`src/rtl/pontuacao_pkg.sv`:
```
// pontuacao_pkg: shared states, widths, default parameters and the double-dabble step.
package pontuacao_pkg;
    localparam int W_PONTOS = 7;
    localparam int W_BCD = 12;
    localparam int W_ERROS = 3;
    localparam int GANHO_BASE_DEF = 5;
    localparam int BONUS_FINAL_DEF = 20;
    localparam int PONTOS_MAX_DEF = 100;
    typedef enum logic [1:0] {OCIOSO = 2'd0, JOGANDO = 2'd1, ENCERRADO = 2'd2} estado_t;
    typedef enum logic {PARADO = 1'b0, CONVERTE = 1'b1} conv_t;
    // One iteration: +3 on every BCD nibble >= 5, then shift the whole {bcd, bin} left.
    function automatic logic [W_BCD+W_PONTOS-1:0] dd_passo(input logic [W_BCD+W_PONTOS-1:0] s);
        logic [W_BCD+W_PONTOS-1:0] a;
        a = s;
        for (int n = 0; n < 3; n++)
            if (a[W_PONTOS+4*n +: 4] >= 4'd5) a[W_PONTOS+4*n +: 4] = a[W_PONTOS+4*n +: 4] + 4'd3;
        return {a[W_BCD+W_PONTOS-2:0], 1'b0};
    endfunction
endpackage

```
`src/rtl/pontuacao_bcd_if.sv`:
```
// pontuacao_bcd_if: outcome strobes in, score/display/status out.
interface pontuacao_bcd_if;
    import pontuacao_pkg::*;
    logic                inicia;
    logic                erro_jogada;
    logic                fim_rodada;
    logic                fim_jogo;
    logic [W_PONTOS-1:0] pontos;
    logic [W_BCD-1:0]    display;
    logic                display_valido;
    logic [1:0]          db_estado;
    modport master (output inicia, erro_jogada, fim_rodada, fim_jogo,
                    input pontos, display, display_valido, db_estado);
    modport slave  (input inicia, erro_jogada, fim_rodada, fim_jogo,
                    output pontos, display, display_valido, db_estado);
endinterface

```
`src/rtl/bin2bcd_seq.sv`:
```
// bin2bcd_seq: sequential 7-iteration double-dabble; bcd only changes when a conversion completes.
module bin2bcd_seq
    import pontuacao_pkg::*;
(
    input  logic                clock,
    input  logic                reset,
    input  logic                carga,
    input  logic [W_PONTOS-1:0] bin,
    output logic [W_BCD-1:0]    bcd,
    output logic                valido
);
    conv_t r_estado, w_estado_prox;
    logic [W_BCD+W_PONTOS-1:0] r_sh, w_sh_prox, w_passo;
    logic [2:0] r_cnt, w_cnt_prox;
    logic [W_BCD-1:0] r_bcd, w_bcd_prox;

    always_ff @(posedge clock) begin
        if (!reset) begin
            r_estado <= PARADO;
            r_sh <= '0;
            r_cnt <= '0;
            r_bcd <= '0;
        end else begin
            r_estado <= w_estado_prox;
            r_sh <= w_sh_prox;
            r_cnt <= w_cnt_prox;
            r_bcd <= w_bcd_prox;
        end
    end

    always_comb begin
        w_passo = dd_passo(r_sh);
        w_estado_prox = r_estado;
        w_sh_prox = r_sh;
        w_cnt_prox = r_cnt;
        w_bcd_prox = r_bcd;
        if (carga) begin
            w_estado_prox = CONVERTE;
            w_sh_prox = {{W_BCD{1'b0}}, bin};
            w_cnt_prox = '0;
        end else if (r_estado == CONVERTE) begin
            w_sh_prox = w_passo;
            w_cnt_prox = r_cnt + 3'd1;
            if (r_cnt == 3'd6) begin
                w_estado_prox = PARADO;
                w_bcd_prox = w_passo[W_BCD+W_PONTOS-1:W_PONTOS];
            end
        end
    end

    assign bcd = r_bcd;
    assign valido = (r_estado == PARADO);
endmodule

```
`src/rtl/pontuacao_bcd.sv`:
```
// pontuacao_bcd: saturating game score with BCD display; end-of-game bonus under PONTOS_BONUS_EN.
module pontuacao_bcd
    import pontuacao_pkg::*;
#(
    parameter int GANHO_BASE = GANHO_BASE_DEF,
    parameter int PONTOS_MAX = PONTOS_MAX_DEF
`ifdef PONTOS_BONUS_EN
    , parameter int BONUS_FINAL = BONUS_FINAL_DEF
`endif
) (
    input logic clock,
    input logic reset,
    pontuacao_bcd_if.slave bus
);
    localparam logic [7:0] GB = 8'(GANHO_BASE);
    localparam logic [7:0] MX = 8'(PONTOS_MAX);
    estado_t r_estado, w_estado_prox;
    logic [W_PONTOS-1:0] r_pontos, w_pontos_prox;
    logic [W_ERROS-1:0] r_erros_rodada, w_erros_rodada_prox, w_erros_ef;
    logic [7:0] w_ganho, w_soma, w_sat;
    logic w_jogando, w_erro, w_carga, w_valido;
    logic [W_BCD-1:0] w_bcd;
`ifdef PONTOS_BONUS_EN
    localparam logic [7:0] BF = 8'(BONUS_FINAL);
    logic r_erros_jogo, w_erros_jogo_prox;
    logic [7:0] w_soma_b, w_sat_b;
`endif

    always_ff @(posedge clock) begin
        if (!reset) begin
            r_estado <= OCIOSO;
            r_pontos <= '0;
            r_erros_rodada <= '0;
`ifdef PONTOS_BONUS_EN
            r_erros_jogo <= 1'b0;
`endif
        end else begin
            r_estado <= w_estado_prox;
            r_pontos <= w_pontos_prox;
            r_erros_rodada <= w_erros_rodada_prox;
`ifdef PONTOS_BONUS_EN
            r_erros_jogo <= w_erros_jogo_prox;
`endif
        end
    end

    // The error of the current cycle already counts toward the gain and the bonus test.
    always_comb begin
        w_jogando = (r_estado == JOGANDO);
        w_erro = w_jogando && bus.erro_jogada;
        w_erros_ef = (w_erro && r_erros_rodada != 3'd7) ? r_erros_rodada + 3'd1 : r_erros_rodada;
        w_ganho = (8'(w_erros_ef) >= GB) ? 8'd0 : GB - 8'(w_erros_ef);
        w_soma = {1'b0, r_pontos} + ((w_jogando && bus.fim_rodada) ? w_ganho : 8'd0);
        w_sat = (w_soma > MX) ? MX : w_soma;
`ifdef PONTOS_BONUS_EN
        w_soma_b = w_sat + BF;
        w_sat_b = (w_soma_b > MX) ? MX : w_soma_b;
        w_erros_jogo_prox = r_erros_jogo | w_erro;
`endif
        w_estado_prox = r_estado;
        w_pontos_prox = r_pontos;
        w_erros_rodada_prox = w_erros_ef;
        w_carga = 1'b0;
        if (bus.inicia) begin
            w_estado_prox = JOGANDO;
            w_pontos_prox = '0;
            w_erros_rodada_prox = '0;
            w_carga = 1'b1;
`ifdef PONTOS_BONUS_EN
            w_erros_jogo_prox = 1'b0;
`endif
        end else if (w_jogando) begin
            w_pontos_prox = 7'(w_sat);
            if (bus.fim_rodada) begin
                w_erros_rodada_prox = '0;
                w_carga = 1'b1;
            end
            if (bus.fim_jogo) begin
                w_estado_prox = ENCERRADO;
                w_carga = 1'b1;
`ifdef PONTOS_BONUS_EN
                if (!w_erros_jogo_prox) w_pontos_prox = 7'(w_sat_b);
`endif
            end
        end
    end

    bin2bcd_seq u_bcd (
        .clock (clock),
        .reset (reset),
        .carga (w_carga),
        .bin   (w_pontos_prox),
        .bcd   (w_bcd),
        .valido(w_valido)
    );

    assign bus.pontos = r_pontos;
    assign bus.display = w_bcd;
    assign bus.display_valido = w_valido;
    assign bus.db_estado = r_estado;
endmodule

```
`src/flat_wrapper.sv`:
```
// flat-port wrapper written by rule: the top's interface ports become plain ports
module pontuacao_bcd_flat import pontuacao_pkg::*;
#(
    parameter int GANHO_BASE = GANHO_BASE_DEF,
    parameter int PONTOS_MAX = PONTOS_MAX_DEF

)
  (clock, reset, bus_inicia, bus_erro_jogada, bus_fim_rodada, bus_fim_jogo, bus_pontos, bus_display, bus_display_valido, bus_db_estado);
  pontuacao_bcd_if bus_i ();
  input logic clock;
  input logic reset;
  input wire logic [$bits(bus_i.inicia)-1:0] bus_inicia;
  input wire logic [$bits(bus_i.erro_jogada)-1:0] bus_erro_jogada;
  input wire logic [$bits(bus_i.fim_rodada)-1:0] bus_fim_rodada;
  input wire logic [$bits(bus_i.fim_jogo)-1:0] bus_fim_jogo;
  output wire logic [$bits(bus_i.pontos)-1:0] bus_pontos;
  output wire logic [$bits(bus_i.display)-1:0] bus_display;
  output wire logic [$bits(bus_i.display_valido)-1:0] bus_display_valido;
  output wire logic [$bits(bus_i.db_estado)-1:0] bus_db_estado;
  assign bus_i.inicia = bus_inicia;
  assign bus_i.erro_jogada = bus_erro_jogada;
  assign bus_i.fim_rodada = bus_fim_rodada;
  assign bus_i.fim_jogo = bus_fim_jogo;
  assign bus_pontos = bus_i.pontos;
  assign bus_display = bus_i.display;
  assign bus_display_valido = bus_i.display_valido;
  assign bus_db_estado = bus_i.db_estado;
  pontuacao_bcd #(.GANHO_BASE(GANHO_BASE), .PONTOS_MAX(PONTOS_MAX)) u_core (.clock(clock), .reset(reset), .bus(bus_i));
endmodule
```
`config.mk`:
```
export PLATFORM = sky130hd
export DESIGN_NAME = pontuacao_bcd_flat
export DESIGN_NICKNAME = d
export VERILOG_FILES = /design/src/rtl/pontuacao_pkg.sv /design/src/rtl/pontuacao_bcd_if.sv /design/src/rtl/bin2bcd_seq.sv /design/src/rtl/pontuacao_bcd.sv /design/src/flat_wrapper.sv
export SDC_FILE = /design/constraint.sdc
export NUM_CORES = 1
export LEC_CHECK = 0
export ABC_AREA = 1
export CORE_ASPECT_RATIO = 1.1
export CORE_MARGIN = 5
export CORE_UTILIZATION = 26
export DETAILED_ROUTE_END_ITERATION = 12
export PLACE_DENSITY = 0.55
export SYNTH_ARGS = -nofsm -noshare
export SYNTH_HDL_FRONTEND = slang
export SYNTH_SLANG_ARGS = --single-unit
export TNS_END_PERCENT = 30
```
`constraint.sdc`:
```
create_clock -name clock -period 4.4 [get_ports clock]
set_input_delay 0.88 -clock clock [delete_from_list [all_inputs] [get_ports clock]]
set_output_delay 0.88 -clock clock [all_outputs]
set_load 0.05 [all_outputs]
```
== Word level (Yosys, flattened, before mapping) ==
Cells that the tools add are included.

* Reduce and logical (&&, ||, !) cells: 11
* Bitwise operators: 3
* Multiplexer cells: 23
* Eq/ne operators: 3
* Order comparisons: 5
* Add/sub/neg operators: 7

{| class="wikitable"
|+ Operators by type and width
! operator !! count
|-
| 7-bit two-way mux || 5
|-
| 8-bit two-way mux || 2
|-
| 4-bit by 3-bit greater-or-equal comparator with 1-bit output (second input constant) || 3
|-
| 3-bit two-way mux || 4
|-
| 1-bit two-way mux || 10
|-
| 4-bit by 2-bit adder with 4-bit output (second input constant) || 2
|-
| 7-bit by 8-bit adder with 8-bit output || 1
|-
| 8-bit by 7-bit greater-than comparator with 1-bit output (second input constant) || 1
|-
| 4-bit two-way mux || 2
|-
| 3-bit by 1-bit adder with 3-bit output (second input constant) || 2
|-
| 2-bit nonzero test || 3
|-
| 2-bit AND reduction || 2
|-
| 2-bit OR reduction || 2
|-
| 3-bit by 3-bit subtractor with 4-bit output (first input constant) || 1
|-
| 3-bit by 2-bit adder with 3-bit output (second input constant) || 1
|-
| 3-bit equality test (second input constant) || 1
|-
| 3-bit greater-or-equal comparator (second input constant) || 1
|-
| 1-bit logical AND || 3
|-
| 3-bit != test (second input constant) || 1
|-
| 1-bit inverter || 3
|-
| 3-bit AND reduction || 1
|-
| 2-bit by 1-bit equality test with 1-bit output (second input constant) || 1
|}

* Input bits: 6
* Bits in registers: 47
* Output and inout port bits: 22
* Word-level logic and storage cells: 61

== Longest topological paths before layout ==
Gate-level depths: netlist of run 1.

* Depth after elaboration: 13
* Gate-level depth with buffers: 29

== Modules after synthesis ==
Synthesis of run 1 repeated with hierarchy kept, for this count alone.

* Cell total of the unflattened synthesis: 377
* Area total of the unflattened synthesis: 2,608.8 um2

{| class="wikitable"
|+ By module, submodules not included
! module !! cells each !! area each (um2) !! times used
|-
| bin2bcd_seq || 250 || 1,767.9 || 1
|-
| pontuacao_bcd || 127 || 840.8 || 1
|}

== Worst setup path before layout of run 1 ==
Ideal clock, no wire load.

* Kind: input -> register
* Start: input port bus_erro_jogada
* End: register u_core.u_bcd.r_sh[0]
* Arrival: 3.554 ns
* Stages on the path: 24
* Path buffers: 1
* Path slack: 0.784 ns
* Required time: 4.338 ns
* Cells stage by stage: inv_1 > nor2_4 > nand3b_1 > and2_1 > buf_4 > inv_1 > ha_1 > inv_1 > nand3_2 > nand2_4 > nand3_1 > nor2_1 > ha_1 > fa_1 > or2_2 > o211ai_1 > nand3_1 > a21oi_1 > nor2_2 > nand2_2 > nand3_1 > nand2_1 > nand3_1 > nand2_1

* Word-level cells in the longest chain between the ends: 12
* Elaborated cells between the ends (all ways): 13
* Classes of those cells: add/sub (2); order compare (2); mux (7); reduce/logical (2)

{| class="wikitable"
|+ RTL lines
! what !! line !! text
|-
| start: declaration || flat_wrapper.sv:13 || <nowiki>input wire logic [$bits(bus_i.erro_jogada)-1:0] bus_erro_jogada;</nowiki>
|-
| 1-bit logical AND (*) || pontuacao_bcd.sv:50 || <nowiki>w_erro = w_jogando && bus.erro_jogada;</nowiki>
|-
| 1-bit logical AND (*) || pontuacao_bcd.sv:51 || <nowiki>w_erros_ef = (w_erro && r_erros_rodada != 3'd7) ? r_erros_rodada + 3'd1 : r_erros_rodada;</nowiki>
|-
| 3-bit two-way mux (*) || pontuacao_bcd.sv:51 ||
|-
| 3-bit by 3-bit subtractor with 4-bit output or 3-bit greater-or-equal comparator (tied branches) || pontuacao_bcd.sv:52 || <nowiki>w_ganho = (8'(w_erros_ef) >= GB) ? 8'd0 : GB - 8'(w_erros_ef);</nowiki>
|-
| 8-bit two-way mux (*) || pontuacao_bcd.sv:52 ||
|-
| 8-bit two-way mux (*) || pontuacao_bcd.sv:53 || <nowiki>w_soma = {1'b0, r_pontos} + ((w_jogando && bus.fim_rodada) ? w_ganho : 8'd0);</nowiki>
|-
| 7-bit by 8-bit adder with 8-bit output (*) || pontuacao_bcd.sv:53 ||
|-
| 8-bit by 7-bit greater-than comparator with 1-bit output || pontuacao_bcd.sv:54 || <nowiki>w_sat = (w_soma > MX) ? MX : w_soma;</nowiki>
|-
| 7-bit two-way mux (*) || pontuacao_bcd.sv:54 ||
|-
| 7-bit two-way mux (*) || pontuacao_bcd.sv:72 || <nowiki>end else if (w_jogando) begin</nowiki>
|-
| 7-bit two-way mux (*) || pontuacao_bcd.sv:64 || <nowiki>if (bus.inicia) begin</nowiki>
|-
| 7-bit two-way mux (*) || bin2bcd_seq.sv:37 || <nowiki>if (carga) begin</nowiki>
|-
| end signal: assignment || bin2bcd_seq.sv:25 || <nowiki>r_sh <= w_sh_prox;</nowiki>
|-
| end: declaration || bin2bcd_seq.sv:13 || <nowiki>logic [W_BCD+W_PONTOS-1:0] r_sh, w_sh_prox, w_passo;</nowiki>
|}

Every way passes the cells marked *; elsewhere a longest branch is shown, timed or not.
A chain may end at the register's enable or synchronous reset.

== Worst setup path in the final report of run 1 ==
* Start: input port bus_erro_jogada
* End: register u_core.u_bcd.r_sh[4]

Same word-level chain as after synthesis.

==> results of run 1 <==
-- sequential cells by signal (all words and copies together) (netlist names) --
register / count
u_core.u_bcd.r_sh: 19
u_core.u_bcd.bcd: 12
u_core.bus.pontos: 7
u_core.r_erros_rodada: 3
u_core.u_bcd.r_cnt: 3
u_core.bus.db_estado: 2
u_core.u_bcd.r_estado: 1
-- logic make-up (layout without fill, tap and decap cells) --
group | Yosys count | in the layout | share of synthesized area [%]
simple gates | 169 | 169 | 30.7
compound gates | 77 | 77 | 14.9
buf+inv | 73 | 102 | 10.8
flops | 47 | 47 | 35.0
fa+ha+maj | 15 | 15 | 7.27
xor+xnor | 4 | 4 | 1.30
-- worst max-delay path: cells and delay by family --
kind	cells	cell delay, ns
compound gates	2	0.24
fa+ha+maj	3	0.80
buf+inv	3	0.57
simple gates	16	1.65
-- worst min-delay path by stage --
stage,cells past startpoint,to,slack [ns]
2_1_floorplan,2,u_core.u_bcd.r_sh[0],0.45
3_3_place_gp,2,u_core.u_bcd.bcd[4],0.46
3_5_place_dp,2,u_core.u_bcd.bcd[8],0.46
4_1_cts,2,u_core.u_bcd.bcd[6],0.47
5_1_grt,2,u_core.u_bcd.r_sh[0],0.49
6_report,2,u_core.u_bcd.bcd[4],0.46
-- layer usage --
metal  vias to the layer above  part of all wire, %  global-route usage [%]
met5                         -                    0                       0
met4                         0                  1.0                    2.39
met3                         6                  4.5                    2.60
met2                        48                   47                    17.7
met1                      1068                   48                    12.2
li1                       1298                    -                       -
-- area by class of cell --
cell class                 instances  share of cell area (%)
sequential                        47                    29.2
timing repair buffer              31                    9.31
tap                              123                    4.77
multi-input combinational        265                    45.1
clock buffer                       7                    4.11
inverter                          63                    7.33
clock inverter                     1                   0.155
-- stage by stage --
| stage | utilization [%] | instances |
|---|---|---|
| floorplan | - | 385 |
| global placement | 30.1 | 529 |
| detailed placement | 30.1 | 529 |
| CTS | 31.5 | 537 |
| global route | 31.5 | 537 |
| finish | 31.5 | 537 |
-- power breakdown --
part           total [W]  switching (W)  internal, W
logic           0.000123      0.0000827    0.0000405
clock network   0.000359       0.000149     0.000210
registers       0.000445     0.00000939     0.000436
-- cell usage in the layout (no fill, tap or decap), types with 5 or more instances in the layout --
master,netlist,layout
nand2_1,76,76
inv_1,60,60
dfxtp_1,47,47
a21oi_1,42,42
nor2_1,29,29
nand3_1,28,28
o21ai_0,28,28
clkdlybuf4s50_1,0,27
ha_1,14,14
nand4_1,7,7
nand2_2,6,6
nand3b_1,5,5
clkbuf_16,0,5
==> impl_metrics.csv, run 1 <==
group,metric,value,unit
outcome,status,"complete, no violations",
clock_tree,cts_buffers,5,
cells_and_area,fin_nets,434,
timing,rsz0062_at_grt,"false",
timing,setup_ws,0.490,ns
synthesis,syn_avg_cell_area,6.98,sq um
timing,setup_tns,0,ns
route,post_drt_wl_per_cell,11.3,microns
worst_setup_path,crit_end,"u_core.u_bcd.r_sh[4]",
cells_and_area,fillers,1120,
synthesis,synthDistinctLibCells,33,
die,io_pins,28,
global_routing,grt_max_degree,29,
die,coreArea,10200,sq um
power_and_ir_drop,p_total,0.000927,W
synthesis,synth.most_common_cell,"nand2_1",
worst_setup_path,max_stage_delay,0.45,ns
route,vias_per_cell,4.51,
clock_tree,ctsResizeCount,0,
worst_setup_path,cp_max_fo,9,
synthesis,synth_warnings,0,
placement,place_ws,0.171,ns
clock_tree,worstSkewPairLatency,0.28,ns
die,fp.dieH,117,microns
timing,finClkSkew,0.00268,ns
worst_setup_path,crit_start,"bus_erro_jogada",
clock_tree,cts_max_level,2,
clock_tree,cts_setup_buffers,0,
synthesis,syn_nets,406,
synthesis,synthArstFlopShare,0,%
synthesis,ys_ff_latch,47,
synthesis,ys_top_cells_by_area,"dfxtp_1 (35%), nand2_1 (11%), inv_1 (8.4%)",
cells_and_area,diodes,0,
synthesis,seq_area_frac_synth,35.0,%
placement,port_buffers,27,
hold_path,holdCritPathClass,"reg2reg",
timing,timing.final.crit_share,88.9,%
worst_setup_path,worst_path_max_delay_cell,"clkdlybuf4s50_1",
synthesis,yosys.area.top_type,"dfxtp_1",
global_routing,track_usage,10.0,%
timing,final_hold_viol_count,0,
placement,dpl.hpwl,4.59,mm
die,dieArea,12500,sq um
route,route.vias.total,2420,
global_routing,grt_pass1_vias,2326,
cells_and_area,multi_input_area,1460,sq um
die,std_cell_rows,39,
timing,worstMarginPinSlew,0.532,ns
route,drc,0,
synthesis,synth-edff-count,0,
timing,hold_ws,0.463,ns
synthesis,syn_area,2690,sq um
timing,slew_headroom,64.5,%
worst_setup_path,crit_path_start_kind,"input pin",
worst_setup_path,crit_arrival,4.13,ns
synthesis,synth-main-ff-cell,"dfxtp_1",
route,antenna_left,0,
worst_setup_path,end_kind,"flop",
clock_tree,cts.clk_slew.worst_paths,0.06,ns
clock_tree,clock-sinks,47,
route,drtIter0Drc,69,
timing,max_freq,256,MHz
hold_path,min_from,"u_core.u_bcd.bcd[4]",
global_routing,grt_pass1_wl,10.3,mm
worst_setup_path,reg2reg_slack,0.83,ns
global_routing,antenna_found_initial,0,
power_and_ir_drop,cellPowerDensity,288,nW/um^2
die,die_w,107,microns
cells_and_area,regArea,941,sq um
route,wl,6.06,mm
global_routing,grt_overflow,0,
synthesis,synth_top_area_share,35.0,%
route,drtPass1Iterations,4,
timing,fin_crit,3.91,ns
clock_tree,max-clock-path-buffers,2,
clock_tree,cts_tree,"built",
worst_setup_path,crit_chain,"clkdlybuf4s50_1 -> inv_1 -> nor2_4 -> nand2_2 -> nand2_1 -> and2_1 -> inv_1 -> ha_1 -> nand3_2 -> nand2_4 -> nand3_1 -> nor2_1 -> ha_1 -> fa_1 -> or2_2 -> o211ai_1 -> nand3_1 -> a21oi_1 -> nor2_2 -> nand2_2 -> nand3_1 -> nand2_1 -> nand3_1 -> nand2_1",
power_and_ir_drop,p_leak,1.49,nW
worst_setup_path,cp.required,4.62,ns
power_and_ir_drop,vdd_drop_max,0.170,mV
flow_run,drv_cap,0,
cells_and_area,area_delta_synth_final,20.0,%
worst_setup_path,path_class,"in2reg",
timing,setup_violations,0,
worst_setup_path,reg2regPathDepth,24,
synthesis,synth_commonest_cells,"nand2_1 (76), inv_1 (60), dfxtp_1 (47)",
placement,postPlaceCellArea,3090,sq um
cells_and_area,drive_above_1_share,8.45,%
worst_setup_path,r2r-end,"u_core.u_bcd.r_sh[4]",
worst_setup_path,cpMostUsedCell,"nand3_1",
cells_and_area,fin_area,3220,sq um
die,initial_core_util,26.2,%
timing,drv_slew,0,
placement,gp_congestion,0.827,
clock_tree,root_buffer,"clkbuf_16",
synthesis,netlist_instances,385,
worst_setup_path,r2r-start,"u_core.r_erros_rodada[0]",
clock_tree,cts_hold_buf,0,
Power figures use the tool's default switching activity.
==> run 2: changes to the inputs <==
--- a/config.mk
+++ b/config.mk
@@ -6,10 +6,12 @@
 export NUM_CORES = 1
 export LEC_CHECK = 0
 export ABC_AREA = 1
-export CORE_ASPECT_RATIO = 1.1
+export CORE_ASPECT_RATIO = 0.7
 export CORE_MARGIN = 5
 export CORE_UTILIZATION = 26
+export CTS_CLUSTER_SIZE = 25
 export DETAILED_ROUTE_END_ITERATION = 12
+export GPL_TIMING_DRIVEN = 0
 export PLACE_DENSITY = 0.55
 export SYNTH_ARGS = -nofsm -noshare
 export SYNTH_HDL_FRONTEND = slang
==> impl_metrics.csv, run 2 (synthesized netlist as in run 1, its figures left out) <==
group,metric,value,unit
global_routing,track_usage,10.9,%
worst_setup_path,cp.required,4.63,ns
cells_and_area,regArea,941,sq um
power_and_ir_drop,p_leak,1.52,nW
timing,drv_slew,0,
timing,worstMarginPinSlew,0.564,ns
clock_tree,cts_buffers,5,
cells_and_area,utilization,32.5,%
global_routing,grt_overflow,0,
cells_and_area,final_common_cell,"nand2_1",
timing,final_hold_viol_count,0,
cells_and_area,fin_nets,440,
clock_tree,cts_setup_buffers,0,
route,drtPass1Iterations,5,
worst_setup_path,worst_path_max_delay_cell,"clkdlybuf4s50_1",
worst_setup_path,crit_end,"u_core.u_bcd.r_sh[0]",
cells_and_area,area_delta_synth_final,23.4,%
worst_setup_path,crit_arrival,4.33,ns
worst_setup_path,cp_max_fo,9,
die,std_cell_rows,31,
timing,rsz0062_at_grt,"false",
clock_tree,ctsResizeCount,0,
die,coreArea,10200,sq um
worst_setup_path,r2r-end,"u_core.u_bcd.r_sh[0]",
worst_setup_path,crit_start,"bus_erro_jogada",
worst_setup_path,cpMostUsedCell,"nand3_1",
timing,timing.final.crit_share,93.3,%
worst_setup_path,end_kind,"flop",
clock_tree,max-clock-path-buffers,2,
flow_run,drv_cap,0,
hold_path,min_path_cells,2,
timing,finClkSkew,0.00469,ns
timing,slew_headroom,62.4,%
worst_setup_path,path_class,"in2reg",
global_routing,grt_pass1_wl,11.3,mm
cells_and_area,drive_above_1_share,8.81,%
route,drtIter0Drc,127,
route,drc,0,
timing,fin_crit,4.10,ns
global_routing,antenna_found_initial,0,
worst_setup_path,reg2reg_slack,0.62,ns
die,dieArea,12500,sq um
cells_and_area,layout_common_cells,"nand2_1 (76), inv_1 (60), dfxtp_1 (47)",
placement,port_buffers,27,
route,route.vias.total,2432,
route,antenna_left,0,
clock_tree,worstSkewPairLatency,0.28,ns
die,die_w,131,microns
placement,gp_congestion,0.791,
timing,setup_violations,0,
worst_setup_path,crit_path_start_kind,"input pin",
clock_tree,root_buffer,"clkbuf_16",
placement,dpl.hpwl,4.96,mm
worst_setup_path,reg2regPathDepth,25,
global_routing,grt_pass1_vias,2372,
worst_setup_path,max_stage_delay,0.45,ns
timing,max_freq,244,MHz
cells_and_area,diodes,0,
route,post_drt_wl_per_cell,11.5,microns
cells_and_area,largest_register,"u_core.u_bcd.r_sh",
die,initial_core_util,26.3,%
die,fp.dieH,95.0,microns
outcome,status,"complete, no violations",
cells_and_area,largest_reg_flops,19,
cells_and_area,fillers,1088,
hold_path,holdCritPathClass,"reg2reg",
clock_tree,clock-sinks,47,
clock_tree,cts_hold_buf,0,
clock_tree,cts_tree,"built",
die,io_pins,28,
timing,hold_ws,0.463,ns
route,vias_per_cell,4.41,
timing,setup_tns,0,ns
cells_and_area,multi_input_area,1460,sq um
global_routing,grt_max_degree,15,
clock_tree,cts.clk_slew.worst_paths,0.07,ns
route,wl,6.36,mm
worst_setup_path,r2r-start,"u_core.r_erros_rodada[0]",
power_and_ir_drop,vdd_drop_max,0.184,mV
power_and_ir_drop,cellPowerDensity,320,nW/um^2
clock_tree,cts_max_level,2,
[run 2: area by class of cell]
type / count / share of cell area [%]
multi-input cells: 265 / 44.0
flip-flops and latches: 47 / 28.4
repair buffers: 27 / 8.15
inverters: 63 / 7.13
well taps: 132 / 4.98
clock buffers: 6 / 3.89
clock inverters: 2 / 1.81
plain buffers: 10 / 1.62
[run 2: worst min-delay path by stage]
stage | startpoint | to | slack [ns]
after detailed placement | u_core.u_bcd.bcd[2] | u_core.u_bcd.bcd[2] | 0.45
after floorplan | u_core.u_bcd.r_sh[0] | u_core.u_bcd.r_sh[0] | 0.45
after global routing | u_core.u_bcd.bcd[2] | u_core.u_bcd.bcd[2] | 0.48
final | u_core.u_bcd.bcd[2] | u_core.u_bcd.bcd[2] | 0.46
after global placement | u_core.u_bcd.bcd[2] | u_core.u_bcd.bcd[2] | 0.45
after CTS | u_core.u_bcd.bcd[2] | u_core.u_bcd.bcd[2] | 0.46
[run 2: critical path: cells and delay by family]
kind | cells | cell delay [ns]
adder cells (fa/ha/maj) | 3 | 0.85
AO/OA/AOI/OAI | 2 | 0.35
AND/OR/NAND/NOR | 15 | 1.43
buffers and inverters | 5 | 0.81
[run 2: metrics by stage]
| stage | setup WS (ns) | instance area, sq um | instances | total power [W] |
|---|---|---|---|---|
| 2_1_floorplan | 0.784 | 2690 | 385 | 0.000546 |
| 3_3_place_gp | 0.00352 | 3120 | 544 | 0.000582 |
| 3_5_place_dp | -0.0231 | 3120 | 544 | 0.000583 |
| 4_1_cts | 0.267 | 3310 | 552 | 0.00107 |
| 5_1_grt | 0.00145 | 3320 | 552 | 0.00111 |
| 6_report | 0.296 | 3320 | 552 | 0.00106 |
[run 2: layer usage]
metal,GRT usage [%],wire (microns),vias to the layer above
li1,-,-,1315
met4,3.25,74,0
met2,15.9,2510,31
met5,0,0,-
met3,2.16,173,5
met1,16.2,3600,1081
[run 2: where the power goes]
group          internal (W)  switching (W)  leakage [nW]
clock              0.000326       0.000159        0.0911
sequential         0.000436     0.00000902         0.381
combinational     0.0000427      0.0000869          1.05
total              0.000804       0.000255          1.52
